==> src/rtl/display_pkg.sv <==
// Shared constants and types for the display scanner: glyph type, digit
// count and the index width used to address the six digit slots.
package display_pkg;

    localparam int DIGITS = 6;
    localparam int SEG_W  = 7;
    localparam int IDX_W  = 3;

    typedef logic [SEG_W-1:0] glyph_t;

    // All segments dark; active-high segment encoding.
    localparam glyph_t BLANK_GLYPH = '0;

    // One-hot digit enable for a slot index.
    function automatic logic [DIGITS-1:0] onehot_sel(input logic [IDX_W-1:0] idx);
        return DIGITS'(1) << idx;
    endfunction

endpackage

==> src/rtl/display_scanner_if.sv <==
// Bundle between the ALU glyph producers and the scanner.
// load is a single-cycle strobe with no ready: whenever load is high on a
// clock edge, display0..display5 are sampled that same edge; the scanner
// always accepts (a later load simply replaces an undisplayed earlier one).
interface display_scanner_if;
    import display_pkg::*;

    logic              en;
    logic              load;
    glyph_t            display0;
    glyph_t            display1;
    glyph_t            display2;
    glyph_t            display3;
    glyph_t            display4;
    glyph_t            display5;
    glyph_t            seg;
    logic [DIGITS-1:0] digit_sel;
    logic              frame_done;

    modport master (
        output en, load, display0, display1, display2, display3, display4, display5,
        input  seg, digit_sel, frame_done
    );

    modport slave (
        input  en, load, display0, display1, display2, display3, display4, display5,
        output seg, digit_sel, frame_done
    );

endinterface

==> src/rtl/display_scanner_prescaler.sv <==
// Slot prescaler: cnt walks the cycles within a digit slot, idx walks the
// slots within a frame. Both freeze while i_en is low.
module scan_prescaler
    import display_pkg::*;
#(
    parameter int REFRESH_DIV = 50000,
    parameter int CNT_W       = 16
) (
    input  logic             clk,
    input  logic             reset,
    input  logic             i_en,
    output logic [CNT_W-1:0] o_cnt,
    output logic [IDX_W-1:0] o_idx,
    output logic             o_boundary
);

    localparam logic [CNT_W-1:0] CNT_LAST = CNT_W'(REFRESH_DIV - 1);
    localparam logic [IDX_W-1:0] IDX_LAST = IDX_W'(DIGITS - 1);

    logic [CNT_W-1:0] r_cnt;
    logic [IDX_W-1:0] r_idx;
    logic             w_tick;

    // End of a slot: only while scanning is enabled.
    assign w_tick     = i_en && (r_cnt == CNT_LAST);
    assign o_boundary = w_tick && (r_idx == IDX_LAST);
    assign o_cnt      = r_cnt;
    assign o_idx      = r_idx;

    // Advance cycle counter, wrapping into the next slot on tick.
    always_ff @(posedge clk) begin
        if (reset) begin
            r_cnt <= '0;
            r_idx <= '0;
        end else if (w_tick) begin
            r_cnt <= '0;
            r_idx <= (r_idx == IDX_LAST) ? '0 : r_idx + 1'b1;
        end else if (i_en) begin
            r_cnt <= r_cnt + 1'b1;
        end
    end

endmodule

==> src/rtl/display_scanner.sv <==
// Six-digit multiplexed display driver. New glyphs are staged on load and
// promoted to the displayed set only at a frame boundary, so a frame never
// mixes old and new data. Each slot starts with BLANK_CYC dark cycles to
// suppress ghosting when the segment bus switches digits.
module display_scanner
    import display_pkg::*;
#(
    parameter int REFRESH_DIV = 50000,
    parameter int BLANK_CYC   = 500
) (
    input  logic              clk,
    input  logic              reset,
    display_scanner_if.slave  bus
);

    localparam int CNT_W = (REFRESH_DIV > 1) ? $clog2(REFRESH_DIV) : 1;
    localparam logic [CNT_W-1:0] BLANK_CNT = CNT_W'(BLANK_CYC);

    logic [CNT_W-1:0]  w_cnt;
    logic [IDX_W-1:0]  w_idx;
    logic              w_boundary;
    logic              w_lit;
    glyph_t            w_inputs [DIGITS];

    glyph_t            r_staging [DIGITS];
    glyph_t            r_active  [DIGITS];
    logic              r_pending;
    glyph_t            r_seg;
    logic [DIGITS-1:0] r_digit_sel;
    logic              r_frame_done;

    scan_prescaler #(
        .REFRESH_DIV (REFRESH_DIV),
        .CNT_W       (CNT_W)
    ) u_prescaler (
        .clk        (clk),
        .reset      (reset),
        .i_en       (bus.en),
        .o_cnt      (w_cnt),
        .o_idx      (w_idx),
        .o_boundary (w_boundary)
    );

    assign w_inputs[0] = bus.display0;
    assign w_inputs[1] = bus.display1;
    assign w_inputs[2] = bus.display2;
    assign w_inputs[3] = bus.display3;
    assign w_inputs[4] = bus.display4;
    assign w_inputs[5] = bus.display5;

    // Digit is lit only while scanning and past the blanking window.
    assign w_lit = bus.en && (w_cnt >= BLANK_CNT);

    // Capture: a load on the boundary goes straight to the display; otherwise
    // a pending staged set is promoted at the boundary.
    always_ff @(posedge clk) begin
        if (reset) begin
            r_pending <= 1'b0;
            for (int i = 0; i < DIGITS; i++) begin
                r_staging[i] <= BLANK_GLYPH;
                r_active[i]  <= BLANK_GLYPH;
            end
        end else if (bus.load && w_boundary) begin
            r_pending <= 1'b0;
            for (int i = 0; i < DIGITS; i++) r_active[i] <= w_inputs[i];
        end else if (w_boundary && r_pending) begin
            r_pending <= 1'b0;
            for (int i = 0; i < DIGITS; i++) r_active[i] <= r_staging[i];
        end else if (bus.load) begin
            r_pending <= 1'b1;
            for (int i = 0; i < DIGITS; i++) r_staging[i] <= w_inputs[i];
        end
    end

    // Registered output stage: one cycle behind the counters.
    always_ff @(posedge clk) begin
        if (reset) begin
            r_seg        <= BLANK_GLYPH;
            r_digit_sel  <= '0;
            r_frame_done <= 1'b0;
        end else begin
            r_seg        <= w_lit ? r_active[w_idx] : BLANK_GLYPH;
            r_digit_sel  <= w_lit ? onehot_sel(w_idx) : '0;
            r_frame_done <= w_boundary;
        end
    end

    assign bus.seg        = r_seg;
    assign bus.digit_sel  = r_digit_sel;
    assign bus.frame_done = r_frame_done;

endmodule

==> src/flat_wrapper.sv <==
// flat-port wrapper written by rule: the top's interface ports become plain ports
module display_scanner_flat import display_pkg::*;
#(
    parameter int REFRESH_DIV = 50000,
    parameter int BLANK_CYC   = 500
)
  (clk, reset, bus_en, bus_load, bus_display0, bus_display1, bus_display2, bus_display3, bus_display4, bus_display5, bus_seg, bus_digit_sel, bus_frame_done);
  display_scanner_if bus_i ();
  input  logic clk;
  input  logic reset;
  input wire logic [$bits(bus_i.en)-1:0] bus_en;
  input wire logic [$bits(bus_i.load)-1:0] bus_load;
  input wire logic [$bits(bus_i.display0)-1:0] bus_display0;
  input wire logic [$bits(bus_i.display1)-1:0] bus_display1;
  input wire logic [$bits(bus_i.display2)-1:0] bus_display2;
  input wire logic [$bits(bus_i.display3)-1:0] bus_display3;
  input wire logic [$bits(bus_i.display4)-1:0] bus_display4;
  input wire logic [$bits(bus_i.display5)-1:0] bus_display5;
  output wire logic [$bits(bus_i.seg)-1:0] bus_seg;
  output wire logic [$bits(bus_i.digit_sel)-1:0] bus_digit_sel;
  output wire logic [$bits(bus_i.frame_done)-1:0] bus_frame_done;
  assign bus_i.en = bus_en;
  assign bus_i.load = bus_load;
  assign bus_i.display0 = bus_display0;
  assign bus_i.display1 = bus_display1;
  assign bus_i.display2 = bus_display2;
  assign bus_i.display3 = bus_display3;
  assign bus_i.display4 = bus_display4;
  assign bus_i.display5 = bus_display5;
  assign bus_seg = bus_i.seg;
  assign bus_digit_sel = bus_i.digit_sel;
  assign bus_frame_done = bus_i.frame_done;
  display_scanner #(.REFRESH_DIV(REFRESH_DIV), .BLANK_CYC(BLANK_CYC)) u_core (.clk(clk), .reset(reset), .bus(bus_i));
endmodule
==> config.mk <==
export PLATFORM = sky130hd
export DESIGN_NAME = display_scanner_flat
export DESIGN_NICKNAME = d
export VERILOG_FILES = /design/src/rtl/display_pkg.sv /design/src/rtl/display_scanner_if.sv /design/src/rtl/display_scanner_prescaler.sv /design/src/rtl/display_scanner.sv /design/src/flat_wrapper.sv
export SDC_FILE = /design/constraint.sdc
export NUM_CORES = 1
export LEC_CHECK = 0
export CELL_PAD_IN_SITES_DETAIL_PLACEMENT = 1
export CELL_PAD_IN_SITES_GLOBAL_PLACEMENT = 1
export CORE_MARGIN = 1.5
export CORE_UTILIZATION = 45
export DETAILED_ROUTE_END_ITERATION = 8
export GPL_ROUTABILITY_DRIVEN = 0
export MAX_ROUTING_LAYER = met4
export PLACE_DENSITY_LB_ADDON = 0.1
export SLEW_MARGIN = 10
export SYNTH_ARGS = -nofsm -noshare
export SYNTH_HDL_FRONTEND = slang
export SYNTH_SLANG_ARGS = --single-unit
==> constraint.sdc <==
create_clock -name clk -period 6.1 [get_ports clk]
set_clock_uncertainty 0.15 [all_clocks]
set_input_delay 0.915 -clock clk [delete_from_list [all_inputs] [get_ports clk]]
set_output_delay 0.915 -clock clk [all_outputs]
set_load 0.02 [all_outputs]
==> impl_metrics.sql, run 1 <==
INSERT INTO impl_metrics (metric_group, metric, value, unit) VALUES
('drt', 'initialDrtViolationCount', '139', ''),
('yosys', 'synth_cell_type_count', '36', ''),
('die', 'design.core.area', '10980', 'sq um'),
('yosys', 'synth_adder_area_share', '0.4883', '%'),
('critical_path', 'worst_setup_path_end_kind', 'flip-flop', ''),
('critical_path', 'worst-setup-path-type', 'in -> reg', ''),
('sta', 'timing.final.setup_violations', '0', ''),
('yosys', 'synthXorXnorAreaFrac', '2.563', '%'),
('drt', 'ant_nets', '0', ''),
('drt', 'detail_route.drc_violations', '0', ''),
('clocking', 'cts_tree', 'yes', ''),
('clocking', 'tritoncts_num_sinks', '118', ''),
('die', 'die_x', '109.7', 'um'),
('sta', 'final_min_period_over_clock_period', '53.99', '%'),
('sta', 'final-max-slew-violation-count', '0', ''),
('sta', 'fin_setup_tns', '0', 'ps'),
('yosys', 'synth.cell_area', '5125', 'sq um'),
('yosys', 'synth_top_family_by_area', 'simple AND/OR/NAND/NOR gates', ''),
('clocking', 'post-cts-setup-buffers', '0', ''),
('power', 'power_density_over_cell_area', '313.5', 'nW/um^2'),
('critical_path', 'worst_ep_arrival_time', '3180', 'ps'),
('yosys', 'synth_fp_nets', '495', ''),
('power', 'p_leak', '0.002153', 'uW'),
('die', 'pin_count', '60', ''),
('grt', 'globalRouteTotalUtil', '22.01', '%'),
('critical_path', 'critical_path.max_fanout', '8', ''),
('drt', 'vias', '3488', ''),
('yosys', 'synth.area.mux_share', '4.639', '%'),
('sta', 'achievable_clock_frequency', '303.7', 'MHz'),
('run', 'maxCapViolCount', '0', ''),
('sta', 'final-hold-violation-count', '0', ''),
('critical_path', 'critical_path_cell_by_cell', 'clkdlybuf4s50_1, and4_1, nand4_2, or2_2, o21ai_0', ''),
('drt', 'detail_route.vias_per_cell', '5.301', ''),
('grt', 'first_global_vias', '3690', ''),
('clocking', 'clk_path_buf_depth', '2', ''),
('sta', 'worst_slew_margin', '35.02', '%'),
('finish', 'most_frequent_cells_in_the_layout', '90 x sky130_fd_sc_hd__nand2_1, 84 x sky130_fd_sc_hd__edfxtp_1, 64 x sky130_fd_sc_hd__nor2_1', ''),
('clocking', 'cts_max_level', '4', ''),
('critical_path', 'cp_slowest_stage_delay', '780', 'ps'),
('grt', 'grt_overflow', '0', ''),
('critical_path', 'startpoint_types', 'input port', ''),
('sta', 'worst-slew-pin-transition', '964.6', 'ps'),
('finish', 'num-nets-final', '553', ''),
('yosys', 'synth_edf_count', '84', ''),
('grt', 'grt_pass1_wl', '18820', 'um'),
('finish', 'insertedDiodeCount', '0', ''),
('finish', 'layout_commonest_cell', 'sky130_fd_sc_hd__nand2_1', ''),
('drt', 'routed_wl', '11590', 'um'),
('outcome', 'outcome', 'finished, final reports clean', ''),
('placed_design', 'detailedPlace.worstSlack', '2378', 'ps'),
('clocking', 'clk_transition_reported_paths', '60', 'ps'),
('grt', 'grt_antenna_before_repair', '0', ''),
('die', 'num_rows', '38', ''),
('drt', 'detail_route.wl_per_cell', '17.62', 'um'),
('die', 'start_util', '46.66', '%'),
('drt', 'firstDrtPassIters', '4', ''),
('placed_design', 'dp_hpwl', '7431', 'um'),
('yosys', 'synth_flop_cell', 'sky130_fd_sc_hd__edfxtp_1', ''),
('critical_path', 'timing.reg2reg.setup_slack', '3400', 'ps'),
('critical_path', 'crit_path_slowest_cell', 'sky130_fd_sc_hd__o21ai_0', ''),
('yosys', 'postSynthAreaPerCell', '11.47', 'sq um'),
('yosys', 'synth_compound_area_share', '9.131', '%'),
('yosys', 'postSynthCellCount', '447', ''),
('finish', 'filler_instances', '1154', ''),
('placed_design', 'io_buffers', '59', ''),
('power', 'total_power', '2005', 'uW'),
('sta', 'setup_repair_after_global_routing_missed_its_margin', 'false', ''),
('clocking', 'postCtsHoldBufs', '0', ''),
('power', 'ir_drop', '185.3', 'uV'),
('critical_path', 'critPathRequiredTime', '5980', 'ps'),
('yosys', 'yosysWarnings', '0', '');
power by group:
part           leakage, uW  internal (uW)  switching (uW)  total, uW
Combinational     0.000746           42.5            56.5       99.1
Sequential         0.00112            899            13.1        912
Clock             0.000283            635             359        994
Total              0.00215           1580             429       2000
through the flow:
| step | instance area, sq um | util (%) |
|---|---|---|
| floorplan | 5125 | - |
| global placement | 5807 | 52.87 |
| detailed placement | 5807 | 52.87 |
| CTS | 6395 | 58.23 |
| global route | 6395 | 58.23 |
| finish | 6395 | 58.23 |
cells in the mapped netlist, types with 2 or more instances:
master,instances,area [sq um]
sky130_fd_sc_hd__or4_1,3,22.52
sky130_fd_sc_hd__buf_6,5,56.30
sky130_fd_sc_hd__nor2_1,64,240.2
sky130_fd_sc_hd__inv_1,14,52.55
sky130_fd_sc_hd__and4b_1,2,20.02
sky130_fd_sc_hd__o22ai_1,7,43.79
sky130_fd_sc_hd__edfxtp_1,84,2522
sky130_fd_sc_hd__nor4_1,5,31.28
sky130_fd_sc_hd__dfxtp_1,34,680.7
sky130_fd_sc_hd__nand3_1,5,25.02
sky130_fd_sc_hd__nand2_1,90,337.8
sky130_fd_sc_hd__a21oi_2,39,341.6
sky130_fd_sc_hd__nand4_1,7,43.79
sky130_fd_sc_hd__or3_1,2,12.51
sky130_fd_sc_hd__xor2_1,2,17.52
sky130_fd_sc_hd__mux4_2,7,157.7
sky130_fd_sc_hd__xnor2_1,13,113.9
sky130_fd_sc_hd__ha_1,2,25.02
sky130_fd_sc_hd__nor3_1,9,45.04
sky130_fd_sc_hd__mux2i_1,8,80.08
sky130_fd_sc_hd__o21ai_0,5,25.02
sky130_fd_sc_hd__a21oi_1,6,30.03
sky130_fd_sc_hd__buf_2,7,35.03
sky130_fd_sc_hd__clkbuf_1,15,56.30
final timing paths:
kind                                             start                                        end  cells past startpoint
max reg2reg   u_core.u_prescaler.o_cnt[0]$_SDFFE_PP0P_            u_core.r_active[5][2]$_DFFE_PP_                      5
min          u_core.u_prescaler.o_cnt[15]$_SDFFE_PP0P_  u_core.u_prescaler.o_cnt[15]$_SDFFE_PP0P_                      2
max                                             bus_en            u_core.r_active[5][2]$_DFFE_PP_                      5
min reg2reg  u_core.u_prescaler.o_cnt[15]$_SDFFE_PP0P_  u_core.u_prescaler.o_cnt[15]$_SDFFE_PP0P_                      2
cell families (layout without fill, tap and decap cells):
logic type | after synthesis | in the layout
mux | 15 | 15
xor+xnor | 15 | 15
fa+ha+maj | 2 | 2
compound gates | 61 | 61
flops | 118 | 118
buf+inv | 42 | 113
simple gates | 194 | 194
tightest hold or removal path, cell delays in order (launching register included):
cell and delay [ps]:
sky130_fd_sc_hd__dfxtp_1 340, sky130_fd_sc_hd__o31ai_1 80, sky130_fd_sc_hd__a21oi_1 60
metal layers:
metal	vias up	share of wire, %	track usage, %
met1	1725	43	25.25
li1	1682	-	-
met3	13	3.3	5.039
met5	-	0	-
met2	68	52	37.53
met4	0	1.4	8.349
registers in the layout, indices dropped and copies added, names as in the netlist:
register,count
u_core.u_prescaler.o_cnt,16
u_core.r_staging,42
u_core.u_prescaler.o_idx,3
u_core.r_active,42
u_core.r_pending,1
u_core.bus.digit_sel,6
u_core.bus.frame_done,1
u_core.bus.seg,7
final cells by class:
cell class / instances / area (sq um) / area share [%]
well taps: 140 / 175.2 / 2.739
clock inverters: 15 / 162.7 / 2.544
flip-flops and latches: 118 / 3203 / 50.09
clock buffers: 17 / 425.4 / 6.652
inverters: 15 / 56.30 / 0.8805
repair buffers: 66 / 643.1 / 10.06
multi-input cells: 287 / 1729 / 27.04
Note: power is estimated with default switching activity, not from simulation.
==> run 2, diff against run 1 <==
- CORE_UTILIZATION: 45 -> 40
- clock period: 6.1 -> 2.82 ns (I/O delays scaled with it)
==> run 2 against run 1 <==
Sequential power rose by 120%. Final area rose by 0.41%. Count of clock-buffer cells in the layout rose by 4. Setup slack got worse by 2300 ps. Global-route usage fell by 2.8 points. Highest routed layer unchanged. Routed wire length fell by 1.3%. First-iteration DRC count rose by 14%. Largest power group is now registers.
==> impl_metrics.sql, run 2 (same netlist as run 1, synthesis figures left out) <==
INSERT INTO impl_metrics (metric_group, metric, value, unit) VALUES
('critical_path', 'critical_path.max_fanout', '35', ''),
('clocking', 'post_cts.resized_instances', '0', ''),
('sta', 'worst-slew-pin-transition', '528.0', 'ps'),
('drt', 'ant_nets', '0', ''),
('clocking', 'clockRootBuffer', 'sky130_fd_sc_hd__clkbuf_16', ''),
('placed_design', 'io_buffers', '59', ''),
('die', 'design.core.area', '12570', 'sq um'),
('grt', 'globalRouteTotalUtil', '19.21', '%'),
('die', 'die_y_extent', '116.2', 'um'),
('die', 'dieArea', '13500', 'sq um'),
('die', 'pin_count', '60', ''),
('sta', 'final_period_minus_worst_setup_slack', '2360', 'ps'),
('sta', 'final_min_period_over_clock_period', '83.69', '%'),
('placed_design', 'dp_hpwl', '7569', 'um'),
('critical_path', 'worst-setup-path-type', 'reg -> reg', ''),
('drt', 'firstDrtPassIters', '4', ''),
('power', 'ir_drop', '439.1', 'uV'),
('finish', 'insertedDiodeCount', '0', ''),
('sta', 'fin_setup_tns', '0', 'ps'),
('clocking', 'cts_made_buffers', '17', ''),
('clocking', 'clk_transition_reported_paths', '50', 'ps'),
('drt', 'detail_route.vias_per_cell', '5.025', ''),
('finish', 'fin_util', '51.09', '%'),
('grt', 'grt_pass1_wl', '18420', 'um'),
('die', 'die_x', '116.2', 'um'),
('critical_path', 'critPathRequiredTime', '2760', 'ps'),
('power', 'total_power', '3979', 'uW'),
('power', 'power_density_over_cell_area', '619.6', 'nW/um^2'),
('sta', 'timing.final.setup_violations', '0', ''),
('finish', 'most_frequent_cells_in_the_layout', '90 x sky130_fd_sc_hd__nand2_1, 84 x sky130_fd_sc_hd__edfxtp_1, 64 x sky130_fd_sc_hd__nor2_1', ''),
('drt', 'detail_route.wl_per_cell', '16.51', 'um'),
('die', 'num_rows', '41', ''),
('min_path', 'hold_class', 'reg -> reg', ''),
('power', 'p_leak', '0.002155', 'uW'),
('clocking', 'post-cts-setup-buffers', '0', ''),
('drt', 'vias', '3482', ''),
('die', 'start_util', '40.78', '%'),
('grt', 'grt_antenna_before_repair', '0', ''),
('grt', 'grt_overflow', '0', ''),
('clocking', 'clk_path_buf_depth', '2', ''),
('sta', 'achievable_clock_frequency', '423.7', 'MHz'),
('critical_path', 'worst_ep_arrival_time', '2300', 'ps'),
('finish', 'final_layout_size_suffix_gt1_share', '16.70', '%'),
('clocking', 'clkLatencyLatePin', '410', 'ps'),
('finish', 'area_growth', '25.29', '%'),
('finish', 'num-nets-final', '558', ''),
('sta', 'final-max-slew-violation-count', '0', ''),
('drt', 'detail_route.drc_violations', '0', ''),
('run', 'maxCapViolCount', '0', ''),
('critical_path', 'startpoint_types', 'flip-flop', ''),
('clocking', 'cts_tree', 'yes', ''),
('grt', 'grt_start_max_net_pins', '44', ''),
('sta', 'worst_slew_margin', '64.72', '%'),
('sta', 'setup_repair_after_global_routing_missed_its_margin', 'false', ''),
('critical_path', 'worst_setup_path_end_kind', 'flip-flop', ''),
('drt', 'initialDrtViolationCount', '158', ''),
('clocking', 'postCtsHoldBufs', '0', ''),
('finish', 'layout_commonest_cell', 'sky130_fd_sc_hd__nand2_1', ''),
('sta', 'final-hold-violation-count', '0', ''),
('grt', 'first_global_vias', '3526', ''),
('clocking', 'tritoncts_num_sinks', '118', ''),
('outcome', 'outcome', 'finished, final reports clean', ''),
('clocking', 'cts_max_level', '4', ''),
('drt', 'routed_wl', '11440', 'um');
-- run 2: changes by cell type in the layout (fill, tap and decap cells not counted) --
| cell | before | now |
|---|---|---|
| sky130_fd_sc_hd__buf_12 | 0 | 4 |
| sky130_fd_sc_hd__clkinv_4 | 2 | 0 |
| sky130_fd_sc_hd__clkbuf_1 | 0 | 4 |
| sky130_fd_sc_hd__o21ai_2 | 2 | 1 |
| sky130_fd_sc_hd__clkinv_1 | 2 | 5 |
| sky130_fd_sc_hd__o21ai_4 | 0 | 1 |
| sky130_fd_sc_hd__buf_4 | 7 | 8 |
| sky130_fd_sc_hd__clkinvlp_4 | 3 | 0 |
| sky130_fd_sc_hd__clkinv_2 | 5 | 4 |
| sky130_fd_sc_hd__bufinv_16 | 3 | 0 |
-- run 2: area by class of cell --
type,count,area (sq um)
Fill cell,1330,6147
Clock inverter,9,38.79
Timing Repair Buffer,71,730.7
Inverter,15,56.30
Sequential cell,118,3203
Multi-Input combinational cell,287,1737
Tap cell,172,215.2
Clock buffer,21,440.4
-- run 2: routing by layer --
layer  global-route usage [%]  vias up  wire (um)
met4                    5.610        0        120
li1                         -     1688          -
met2                    32.00       73       5718
met3                    5.656       13        584
met5                        -        -          0
met1                    22.68     1708       5018
-- run 2: stage by stage --
stage                     area (sq um)  setup slack [ps]  hold slack [ps]  std cells
after floorplan                   5136             306.5            318.9        447
after global placement            5942             252.2            347.8        663
after detailed placement          5942             207.5            374.9        663
after CTS                         6421             445.4            387.4        693
after global routing              6421             343.3            404.2        693
final                             6421             459.8            380.6        693
-- run 2: final timing paths --
| kind | endpoint | slack (ps) | cells after the start | start |
|---|---|---|---|---|
| min reg2reg | u_core.bus.seg[6]$_SDFF_PP0_ | 380 | 2 | u_core.r_active[5][6]$_DFFE_PP_ |
| max | u_core.r_active[1][2]$_SDFFCE_PN0P_ | 460 | 6 | u_core.u_prescaler.o_cnt[0]$_SDFFE_PP0P_ |
| max reg2reg | u_core.r_active[1][2]$_SDFFCE_PN0P_ | 460 | 6 | u_core.u_prescaler.o_cnt[0]$_SDFFE_PP0P_ |
| min | u_core.bus.seg[6]$_SDFF_PP0_ | 380 | 2 | u_core.r_active[5][6]$_DFFE_PP_ |
-- run 2: report_power, final --
part           leakage [uW]  switching (uW)  internal [uW]
logic              0.000793             125            102
registers           0.00112            27.5           1950
clock network      0.000238             695           1080
-- run 2: worst max-delay path: stages (launching register included) --
cell and delay, ps:
sky130_fd_sc_hd__dfxtp_1 390, sky130_fd_sc_hd__ha_1 230, sky130_fd_sc_hd__and4_1 310, sky130_fd_sc_hd__nand4_2 170, sky130_fd_sc_hd__or2_2 390, sky130_fd_sc_hd__o21ai_4 180
sky130_fd_sc_hd__buf_12 240
==> run 3, diff against run 2 <==
- clock period: 2.82 -> 2.1 ns (I/O delays scaled with it)
==> run 3 against run 2 <==
Critical path depth did not move. Core utilization rose by 4.3 points. Count of clock-buffer cells in the layout fell by 1. Sequential power rose by 35%. Fmax rose by 15%. Flip-flop and latch count did not move. Non-clock buffer count rose by 34. Die area did not move. Critical path type unchanged.
==> impl_metrics.sql, run 3 (same netlist as run 1, synthesis figures left out) <==
INSERT INTO impl_metrics (metric_group, metric, value, unit) VALUES
('outcome', 'outcome', 'finished, final reports clean', ''),
('placed_design', 'io_buffers', '59', ''),
('finish', 'filler_instances', '1326', ''),
('drt', 'routed_wl', '12570', 'um'),
('finish', 'insertedDiodeCount', '0', ''),
('sta', 'setup_repair_after_global_routing_missed_its_margin', 'true', ''),
('die', 'die_x', '116.2', 'um'),
('sta', 'achievable_clock_frequency', '486.0', 'MHz'),
('drt', 'vias', '3662', ''),
('clocking', 'cts_made_buffers', '17', ''),
('drt', 'detail_route.wirelength.met1', '5367', 'um'),
('finish', 'final_layout_size_suffix_gt1_share', '23.88', '%'),
('clocking', 'cts_tree', 'yes', ''),
('placed_design', 'post_place_cells', '691', ''),
('finish', 'layout.cell_area.non_filler', '6957', 'sq um'),
('clocking', 'cts_max_level', '4', ''),
('power', 'clkPwrFrac', '49.5', '%'),
('die', 'num_rows', '41', ''),
('drt', 'detail_route.wl_per_cell', '17.24', 'um'),
('finish', 'area_growth', '35.74', '%'),
('power', 'ir_drop', '502.4', 'uV'),
('clocking', 'clockRootBuffer', 'sky130_fd_sc_hd__clkbuf_16', ''),
('drt', 'firstDrtPassIters', '4', ''),
('drt', 'detail_route.drc_violations', '0', ''),
('sta', 'hold_slack', '370.9', 'ps'),
('critical_path', 'worst-setup-path-type', 'reg -> reg', ''),
('drt', 'routed.top_layer', 'met4', ''),
('sta', 'final-hold-violation-count', '0', ''),
('power', 'power.switching_fraction', '20.50', '%'),
('die', 'start_util', '40.78', '%'),
('grt', 'globalRouteTotalUtil', '20.22', '%'),
('critical_path', 'worst_setup_path_end_kind', 'flip-flop', ''),
('die', 'pin_count', '60', ''),
('drt', 'detail_route.vias_per_cell', '5.023', ''),
('sta', 'worst_slew_margin', '69.02', '%'),
('clocking', 'tritoncts_num_sinks', '118', ''),
('critical_path', 'startpoint_types', 'flip-flop', ''),
('finish', 'fin_util', '55.35', '%'),
('placed_design', 'dp_hpwl', '8374', 'um'),
('power', 'pwr-share-comb', '6.1', '%'),
('grt', 'grt_pass1_wl', '19410', 'um'),
('power', 'seq_power_share', '44.4', '%'),
('critical_path', 'critPathRequiredTime', '2110', 'ps'),
('sta', 'worst-slew-pin-transition', '463.3', 'ps'),
('grt', 'first_global_vias', '3813', ''),
('clocking', 'clk_path_buf_depth', '2', ''),
('clocking', 'postCtsHoldBufs', '0', ''),
('die', 'design.core.area', '12570', 'sq um'),
('finish', 'layout_commonest_cell', 'sky130_fd_sc_hd__nand2_1', ''),
('placed_design', 'dpl-instance-area', '6246', 'sq um'),
('sta', 'final_min_period_over_clock_period', '97.99', '%'),
('grt', 'grt_start_max_net_pins', '33', ''),
('power', 'p_int', '4745', 'uW'),
('critical_path', 'worst_ep_arrival_time', '2070', 'ps'),
('clocking', 'clkLatencyLatePin', '420', 'ps'),
('finish', 'num-nets-final', '592', ''),
('finish', 'finish.cell_count_without_fillers', '729', ''),
('die', 'die_y_extent', '116.2', 'um'),
('grt', 'grt_overflow', '0', ''),
('finish', 'most_frequent_cells_in_the_layout', '90 x sky130_fd_sc_hd__nand2_1, 84 x sky130_fd_sc_hd__edfxtp_1, 64 x sky130_fd_sc_hd__nor2_1', ''),
('min_path', 'hold_class', 'reg -> reg', ''),
('sta', 'final_period_minus_worst_setup_slack', '2058', 'ps'),
('grt', 'grt_antenna_before_repair', '0', ''),
('power', 'power_switching', '1223', 'uW'),
('power', 'power_density_over_cell_area', '857.9', 'nW/um^2'),
('sta', 'timing.final.setup_violations', '0', ''),
('power', 'p_leak', '0.002421', 'uW'),
('drt', 'met3WireLength', '365', 'um'),
('drt', 'ant_nets', '0', ''),
('clocking', 'clk_transition_reported_paths', '50', 'ps'),
('critical_path', 'critical_path.max_fanout', '27', ''),
('sta', 'final-max-slew-violation-count', '0', ''),
('drt', 'initialDrtViolationCount', '183', ''),
('drt', 'route.met2.wl', '6729', 'um'),
('run', 'maxCapViolCount', '0', ''),
('die', 'dieArea', '13500', 'sq um');
run 3: final timing paths:
| kind | start | end | slack [ps] | cells past startpoint |
|---|---|---|---|---|
| worst max register to register | u_core.u_prescaler.o_cnt[12]$_SDFFE_PP0P_ | u_core.r_staging[0][11]$_SDFFCE_PN0P_ | 40 | 6 |
| worst max-delay path | u_core.u_prescaler.o_cnt[12]$_SDFFE_PP0P_ | u_core.r_staging[0][11]$_SDFFCE_PN0P_ | 40 | 6 |
| worst min-delay path | u_core.u_prescaler.o_cnt[15]$_SDFFE_PP0P_ | u_core.u_prescaler.o_cnt[15]$_SDFFE_PP0P_ | 370 | 2 |
| worst min register to register | u_core.u_prescaler.o_cnt[15]$_SDFFE_PP0P_ | u_core.u_prescaler.o_cnt[15]$_SDFFE_PP0P_ | 370 | 2 |
run 3: critical path: stages (launching register included):
cell and delay, ps:
sky130_fd_sc_hd__dfxtp_2 330, sky130_fd_sc_hd__nor4_4 320, sky130_fd_sc_hd__buf_4 180, sky130_fd_sc_hd__nand4_4 100, sky130_fd_sc_hd__or2_4 270, sky130_fd_sc_hd__a21o_2 270
sky130_fd_sc_hd__buf_12 180
run 3: cell type report:
cell class | count | area (sq um) | area share (%)
clock buffers | 20 | 436.7 | 6.277
clock inverters | 12 | 158.9 | 2.284
inverters | 15 | 56.30 | 0.8094
multi-input cells | 287 | 1775 | 25.52
flip-flops and latches | 118 | 3211 | 46.15
well taps | 172 | 215.2 | 3.094
repair buffers | 105 | 1104 | 15.86
run 3: routing by layer:
layer	vias up	GRT usage [%]
li1	1765	-
met1	1830	22.47
met2	55	35.29
met3	12	4.826
met4	0	7.642
met5	-	-
run 3: timing repair:
action                                  CTS  global route
endpoints found under the hold margin     0             0
resized for setup                         1             5
endpoints found under the setup margin    5            73
gates cloned                              0             3
setup buffers                             0             3
pin swaps                                 0             3
run 3: per-stage QoR:
stage	setup WS (ps)	power [uW]	TNS, ps
4_1_cts	6.414	6009	0
3_5_place_dp	-248.6	3038	-27770
6_report	42.29	5968	0
3_3_place_gp	-212.4	3022	-26500
5_1_grt	-18.62	6153	-362.5
2_1_floorplan	-149.0	2837	-5887
run 3: power by group through the flow:
stage	clock [uW]	combinational, uW	sequential, uW
CTS	3010	344	2650
global placement	0	332	2690
detailed placement	0	342	2700
global route	3100	393	2660
finish	2960	361	2650
floorplan	0	155	2680
